--- config.mk ---
export PLATFORM = sky130hd
export DESIGN_NAME = regfile_mp
export DESIGN_NICKNAME = d
export VERILOG_FILES = /design/src/rtl/regfile_pkg.sv /design/src/rtl/regfile_scoreboard.sv /design/src/rtl/regfile_mp.sv
export SDC_FILE = /design/constraint.sdc
export NUM_CORES = 2
export LEC_CHECK = 0
export CORE_UTILIZATION = 34
export DETAILED_ROUTE_END_ITERATION = 10
export PLACE_DENSITY_LB_ADDON = 0.15
export SYNTH_ARGS = -nofsm -noshare
export SYNTH_HDL_FRONTEND = slang
export SYNTH_SLANG_ARGS = --single-unit
export TNS_END_PERCENT = 50
--- constraint.sdc ---
create_clock -name clock -period 3.9 [get_ports clock]
set_input_delay 0.39 -clock clock [delete_from_list [all_inputs] [get_ports clock]]
set_output_delay 0.39 -clock clock [all_outputs]
set_load 0.02 [all_outputs]
--- src/rtl/regfile_pkg.sv ---
// ---------------------------------------------------------------------------
// regfile_pkg
//   Shared constants and helpers for the multi-port register file.
//   - DEFAULT_* : default geometry of the register file
//   - ZERO_REG  : index of the hardwired-zero register
//   - clog2()   : address width for a given depth (usable in parameters)
// ---------------------------------------------------------------------------
package regfile_pkg;

    localparam int DEFAULT_WIDTH  = 32;
    localparam int DEFAULT_DEPTH  = 32;
    localparam int DEFAULT_NUM_RD = 2;
    localparam int DEFAULT_NUM_WR = 1;
    localparam int ZERO_REG       = 0;

    // Smallest n such that 2**n >= value (value >= 1).
    function automatic int clog2(input int value);
        int res;
        res = 0;
        for (int i = 0; i < 31; i++) begin
            if ((1 << i) < value) begin
                res = i + 1;
            end
        end
        return res;
    endfunction

endpackage

--- src/rtl/regfile_scoreboard.sv ---
// ---------------------------------------------------------------------------
// regfile_scoreboard
//   Per-register busy bits used by the issue stage to detect operands that
//   are still waiting for a writeback.
//
//   Ports
//     clock           in  rising-edge clock
//     ctrl_reset_n    in  asynchronous active-low reset (clears all busy bits)
//     ctrl_writeEn    in  per-write-port enable   (NUM_WR)
//     ctrl_writeReg   in  write addresses         (NUM_WR*AW)
//     ctrl_reserveEn  in  mark ctrl_reserveReg busy
//     ctrl_reserveReg in  register to reserve     (AW)
//     ctrl_readReg    in  read addresses          (NUM_RD*AW)
//     status_busy     out busy bit per read port  (NUM_RD), combinational
//     status_anyBusy  out OR of all stored busy bits
//
//   Build option: WR_BYPASS_EN -- a read port whose register is being
//   written this cycle (and not re-reserved) reports not-busy, matching the
//   bypassed read data.
// ---------------------------------------------------------------------------
module regfile_scoreboard
    import regfile_pkg::*;
#(
    parameter int DEPTH  = DEFAULT_DEPTH,
    parameter int NUM_WR = DEFAULT_NUM_WR,
    parameter int NUM_RD = DEFAULT_NUM_RD,
    localparam int AW    = clog2(DEPTH)
) (
    input  logic                 clock,
    input  logic                 ctrl_reset_n,
    input  logic [NUM_WR-1:0]    ctrl_writeEn,
    input  logic [NUM_WR*AW-1:0] ctrl_writeReg,
    input  logic                 ctrl_reserveEn,
    input  logic [AW-1:0]        ctrl_reserveReg,
    input  logic [NUM_RD*AW-1:0] ctrl_readReg,
    output logic [NUM_RD-1:0]    status_busy,
    output logic                 status_anyBusy
);

    logic [DEPTH-1:0] busy_q;
    logic [DEPTH-1:0] busy_d;

    // Writes clear first, then a reserve sets: a reserve in the same cycle
    // as the write names a newer producer, so it must win.
    always_comb begin
        busy_d = busy_q;
        for (int p = 0; p < NUM_WR; p++) begin
            if (ctrl_writeEn[p]) begin
                busy_d[ctrl_writeReg[p*AW +: AW]] = 1'b0;
            end
        end
        if (ctrl_reserveEn) begin
            busy_d[ctrl_reserveReg] = 1'b1;
        end
        busy_d[ZERO_REG] = 1'b0;
    end

    always_ff @(posedge clock or negedge ctrl_reset_n) begin
        if (!ctrl_reset_n) begin
            busy_q <= '0;
        end else begin
            busy_q <= busy_d;
        end
    end

    always_comb begin
        status_busy = '0;
        for (int r = 0; r < NUM_RD; r++) begin
            logic [AW-1:0] ra;
            logic          b;
            ra = ctrl_readReg[r*AW +: AW];
            b  = busy_q[ra];
`ifdef WR_BYPASS_EN
            begin
                logic written;
                written = 1'b0;
                for (int p = 0; p < NUM_WR; p++) begin
                    if (ctrl_writeEn[p] && (ctrl_writeReg[p*AW +: AW] == ra)) begin
                        written = 1'b1;
                    end
                end
                // The reader sees the bypassed value, so the operand is ready
                // unless this same cycle also re-reserves the register.
                if (written && !(ctrl_reserveEn && (ctrl_reserveReg == ra))) begin
                    b = 1'b0;
                end
            end
`endif
            status_busy[r] = b;
        end
    end

    assign status_anyBusy = |busy_q;

endmodule

--- src/rtl/regfile_mp.sv ---
// ---------------------------------------------------------------------------
// regfile_mp
//   Parametrised multi-port register file with register 0 hardwired to zero
//   and a per-register busy scoreboard. Sits between decode (read/reserve)
//   and writeback (write).
//
//   Ports
//     clock           in  rising-edge clock
//     ctrl_reset_n    in  asynchronous active-low reset (data and busy -> 0)
//     ctrl_writeEn    in  per-port write enable          (NUM_WR)
//     ctrl_writeReg   in  write addresses, port p at [p*AW +: AW]
//     data_writeReg   in  write data, port p at [p*WIDTH +: WIDTH]
//     ctrl_readReg    in  read addresses                 (NUM_RD*AW)
//     data_readReg    out read data, combinational       (NUM_RD*WIDTH)
//     ctrl_reserveEn  in  mark ctrl_reserveReg busy
//     ctrl_reserveReg in  register to reserve            (AW)
//     status_busy     out busy bit of the register on each read port
//     status_anyBusy  out OR of all busy bits
//
//   Build option: WR_BYPASS_EN -- a read of a register being written in the
//   same cycle returns the incoming write data (winning port on a collision).
//   Without it the read returns the stored value; the new value is visible
//   from the cycle after the edge.
// ---------------------------------------------------------------------------
module regfile_mp
    import regfile_pkg::*;
#(
    parameter int WIDTH  = DEFAULT_WIDTH,
    parameter int DEPTH  = DEFAULT_DEPTH,
    parameter int NUM_RD = DEFAULT_NUM_RD,
    parameter int NUM_WR = DEFAULT_NUM_WR,
    localparam int AW    = clog2(DEPTH)
) (
    input  logic                    clock,
    input  logic                    ctrl_reset_n,
    input  logic [NUM_WR-1:0]       ctrl_writeEn,
    input  logic [NUM_WR*AW-1:0]    ctrl_writeReg,
    input  logic [NUM_WR*WIDTH-1:0] data_writeReg,
    input  logic [NUM_RD*AW-1:0]    ctrl_readReg,
    output logic [NUM_RD*WIDTH-1:0] data_readReg,
    input  logic                    ctrl_reserveEn,
    input  logic [AW-1:0]           ctrl_reserveReg,
    output logic [NUM_RD-1:0]       status_busy,
    output logic                    status_anyBusy
);

    logic [WIDTH-1:0] mem_q [DEPTH];
    logic [WIDTH-1:0] mem_d [DEPTH];

    // Ports are applied in ascending order so the highest-numbered port wins
    // an address collision. Register 0 is never updated and stays at its
    // reset value of zero.
    always_comb begin
        mem_d = mem_q;
        for (int p = 0; p < NUM_WR; p++) begin
            if (ctrl_writeEn[p] && (ctrl_writeReg[p*AW +: AW] != AW'(ZERO_REG))) begin
                mem_d[ctrl_writeReg[p*AW +: AW]] = data_writeReg[p*WIDTH +: WIDTH];
            end
        end
    end

    always_ff @(posedge clock or negedge ctrl_reset_n) begin
        if (!ctrl_reset_n) begin
            for (int i = 0; i < DEPTH; i++) begin
                mem_q[i] <= '0;
            end
        end else begin
            mem_q <= mem_d;
        end
    end

    always_comb begin
        data_readReg = '0;
        for (int r = 0; r < NUM_RD; r++) begin
            logic [AW-1:0]    ra;
            logic [WIDTH-1:0] val;
            ra  = ctrl_readReg[r*AW +: AW];
            val = mem_q[ra];
`ifdef WR_BYPASS_EN
            // Same ascending order as the write path so the bypass returns
            // the winning port's data.
            for (int p = 0; p < NUM_WR; p++) begin
                if (ctrl_writeEn[p] && (ctrl_writeReg[p*AW +: AW] == ra)) begin
                    val = data_writeReg[p*WIDTH +: WIDTH];
                end
            end
`endif
            if (ra == AW'(ZERO_REG)) begin
                val = '0;
            end
            data_readReg[r*WIDTH +: WIDTH] = val;
        end
    end

    regfile_scoreboard #(
        .DEPTH  (DEPTH),
        .NUM_WR (NUM_WR),
        .NUM_RD (NUM_RD)
    ) u_scoreboard (
        .clock           (clock),
        .ctrl_reset_n    (ctrl_reset_n),
        .ctrl_writeEn    (ctrl_writeEn),
        .ctrl_writeReg   (ctrl_writeReg),
        .ctrl_reserveEn  (ctrl_reserveEn),
        .ctrl_reserveReg (ctrl_reserveReg),
        .ctrl_readReg    (ctrl_readReg),
        .status_busy     (status_busy),
        .status_anyBusy  (status_anyBusy)
    );

endmodule

==> reports/results.txt <==
Run status -> completed
Clock latency of the later-clocked register in the worst-skew pair -> 0.73 ns
H-tree depth reported by CTS -> 3
Total of buffers placed on input and output ports -> 122
Net Sw Frac -> 27.7%
Largest cells by area after synthesis -> sky130_fd_sc_hd__dfrtp_1, sky130_fd_sc_hd__mux2_2, sky130_fd_sc_hd__mux4_2, sky130_fd_sc_hd__mux2i_1, sky130_fd_sc_hd__clkbuf_1
Die height -> 407 um
GRT overflow -> 0
Net count after synthesis -> 3847
Most frequent cell on the critical path -> sky130_fd_sc_hd__clkdlybuf4s50_1
Int Pwr -> 24.4 mW
Final sum of negative setup slack -> 0 ns
Post-Syn Area -> 55800 um^2
Number of hold violations in the final report -> 0
Crit path kind -> primary input to primary output
Cell type with the largest total area after synthesis -> sky130_fd_sc_hd__dfrtp_1
Worst hold slack -> 0.232 ns
Post-Synthesis Cells -> 3791
Number of rows in the core area -> 148
Post-route DRC -> 0
Total power of the final layout -> 33.7 mW
Setup fix buffers added after clock tree synthesis -> 0
Number of warnings reported in the yosys synthesis log -> 0
Highest Clock Rate -> 261 MHz
Final Max Slew Viols -> 0
Crit path capture type -> primary output
Global-route wire length before repair -> 290000 um
Pwr/cell area -> 521 nW/um^2
Portion of synthesized cell area occupied by the leading cell type -> 47.3%
Standard cell with the maximum stage delay on the critical path -> sky130_fd_sc_hd__nor3b_1
Share of cells above drive strength 1 -> 51.2%
Worst relative slew slack -> 15.5%
Class of the tightest hold or removal check -> primary input to async pin
List of cells traversed by the critical path -> clkdlybuf4s50_1, buf_12, nor3b_1, a222oi_1, nand3_1, and3_1, clkdlybuf4s50_1
DP Cell Count -> 5875
Net switching power -> 9.34 mW
Chip width -> 407 um
# clock sinks -> 1055
Post-route core utilization -> 39.7%
Data arrival time at the worst-slack endpoint -> 3.45 ns
Core ar. -> 163000 um^2
CTS clk-pin slew, worst paths -> 0.06 ns
Final setup vio count -> 0
Top-Level Pins -> 123
Via count of the first global-routing pass -> 36.9k
Setup slack of the worst register-to-register path -> 3.09 ns
Largest delay contributor family on the critical path -> simple AND/OR/NAND/NOR gates
Most used standard cell by instance count after synthesis -> sky130_fd_sc_hd__dfrtp_1
Total Die Area -> 166000 um^2
Register bit total from synthesis -> 1055
Count of flip-flops with a built-in enable after synthesis -> 0
Final weighted congestion in routability-driven placement -> 0.830
Proportion of power drawn by the clock network -> 35.7%
Crit. path cell count -> 7
Peak fanout along the critical path -> 11
Primary FF master, synth -> sky130_fd_sc_hd__dfrtp_1
DR vias/cell -> 5.89
Post-detail-place hpwl -> 125000 um
Maximum Capacitance Violations -> 0
Clock Skews -> 0 ns
Endpoint required time on the critical path -> 3.51 ns
Number of buffer and inverter stages on the critical path -> 3
Final Routed Wirelength -> 200000 um
Initial antenna violation count -> 17
Register share of total power -> 43.4%
Register area share after synthesis -> 47.3%
Max IR drop VDD -> 0.364 mV
Wire length per cell -> 32.7 um
Initial standard-cell utilization of the core -> 34.3%
Number of routed nets with antenna violations -> 0
Count of vias placed by the detailed router -> 36.0k
Transition time at the pin with the least slew margin -> 1.26 ns
Fraction of registers with async set or reset after synthesis -> 100%
Buffer levels on the longest clock path -> 3
Crit path largest cell delay -> 1.01 ns
Total leakage power -> 27.6 nW
Number of CTS-inserted buffers -> 120
RSZ-0062 raised after global routing -> no
Most numerous cell types in the synthesized netlist -> sky130_fd_sc_hd__dfrtp_1, sky130_fd_sc_hd__mux2_2, sky130_fd_sc_hd__mux4_2
Number of cells in the finished layout apart from fillers -> 6099
Detailed-routing iteration count for the pre-antenna-repair pass -> 5
Synthesized area per cell -> 14.7 um^2
Number of library cell types mapped by synthesis -> 45
Nature of the critical path startpoint -> primary input
Min Clock Period, post-route -> 3.84 ns
Growth of design area from synthesis to finish -> 15.8%
Combinational group share of total power -> 20.9%
CTS tree -> done
Cell count of the worst reg-to-reg path -> 1
CTS Root Buffer Type -> sky130_fd_sc_hd__clkbuf_16
Number of DRC violations after detailed-routing iteration 0 -> 2869
Final layout net count -> 3881
Crit share post-route -> 98.3%
GRT Total Usage -> 24.0%
Maximum number of pins on one net before global-route repair -> 100
## per-layer routing
layer / share of wire, % / wire (um) / GRT usage [%]
met1: 45 / 90800 / 34.9
met2: 45 / 89800 / 36.2
met3: 6.7 / 13400 / 5.02
met4: 2.7 / 5470 / 6.79
met5: 0.074 / 148 / 0
## worst paths after layout
check,from,endpoint
max reg2reg,mem_q[267]$_DFFE_PN0P_,mem_q[267]$_DFFE_PN0P_
max in group asynchronous,ctrl_reset_n,mem_q[711]$_DFFE_PN0P_
min reg2reg,mem_q[1009]$_DFFE_PN0P_,mem_q[1009]$_DFFE_PN0P_
min in group clock,mem_q[1009]$_DFFE_PN0P_,mem_q[1009]$_DFFE_PN0P_
max,ctrl_readReg[2],data_readReg[15]
min,ctrl_reset_n,mem_q[661]$_DFFE_PN0P_
## power groups by stage
| stage | sequential, mW | clock [mW] | combinational (mW) |
|---|---|---|---|
| after global routing | 14.9 | 12.8 | 7.52 |
| after global placement | 14.7 | 0 | 6.98 |
| after detailed placement | 14.8 | 0 | 7.06 |
| after CTS | 14.6 | 12.3 | 7.08 |
| after floorplan | 14.2 | 0 | 5.10 |
| final | 14.6 | 12.0 | 7.05 |
## flip-flops by register name (all words and copies together), names as in the netlist
signal and flops:
mem_q 1024, u_scoreboard.busy_q 31
## through the flow
stage / setup WS, ns / instance area (um^2)
finish: 0.0647 / 64700
global route: 0.0788 / 64700
CTS: 0.0596 / 64600
detailed placement: -0.0228 / 60400
global placement: 0.0529 / 60400
floorplan: 1.39 / 55800
## kinds of logic (layout without fill, tap and decap cells)
logic type	Yosys count	in the layout	share of synthesized area, %
buffers and inverters	425	555	3.65
AO/OA/AOI/OAI	277	277	3.63
other	0	1	0
AND/OR/NAND/NOR	406	408	3.50
flip-flops	1055	1055	47.3
multiplexers	1628	1628	41.9
## cell type report
| type | count | area (um^2) |
|---|---|---|
| antenna | 1 | 2.50 |
| timing repair buffer | 332 | 3610 |
| tap | 2175 | 2720 |
| inverter | 3 | 15.0 |
| clock inverter | 36 | 450 |
| fill | 15200 | 98300 |
| clock buffer | 184 | 3740 |
| multi-input combinational | 2313 | 27700 |
| sequential | 1055 | 26400 |
## placed cells by master (no fill, tap or decap), drive strengths merged, types with 2 or more instances in the layout
cell type,count
nand4,27
nand3b,9
clkinv,23
o22ai,41
a21oi,32
clkinvlp,2
nand2,171
buf,238
and3,41
o21ai,34
o22a,26
or3b,3
nor3b,10
mux4,464
nor3,3
and3b,2
a222oi,6
a221o,26
clkdlybuf4s50,93
nor2b,7
inv,4
bufinv,10
or2,2
mux2,1053
dfrtp,1055
nor2,73
a22o,15
mux2i,111
nand3,42
a22oi,64
a221oi,26
o21a,6
clkbuf,184
nor4,14
## repair_timing
| action | CTS | global route |
|---|---|---|
| endpoints found under the setup margin | 1 | 3 |
| pin swaps | 0 | 1 |
| endpoints found under the hold margin | 43 | 0 |
| gates cloned | 1 | 1 |
| gates resized for setup | 0 | 2 |
| hold buffers | 1 | 0 |
Note: power is estimated with default switching activity, not from simulation.
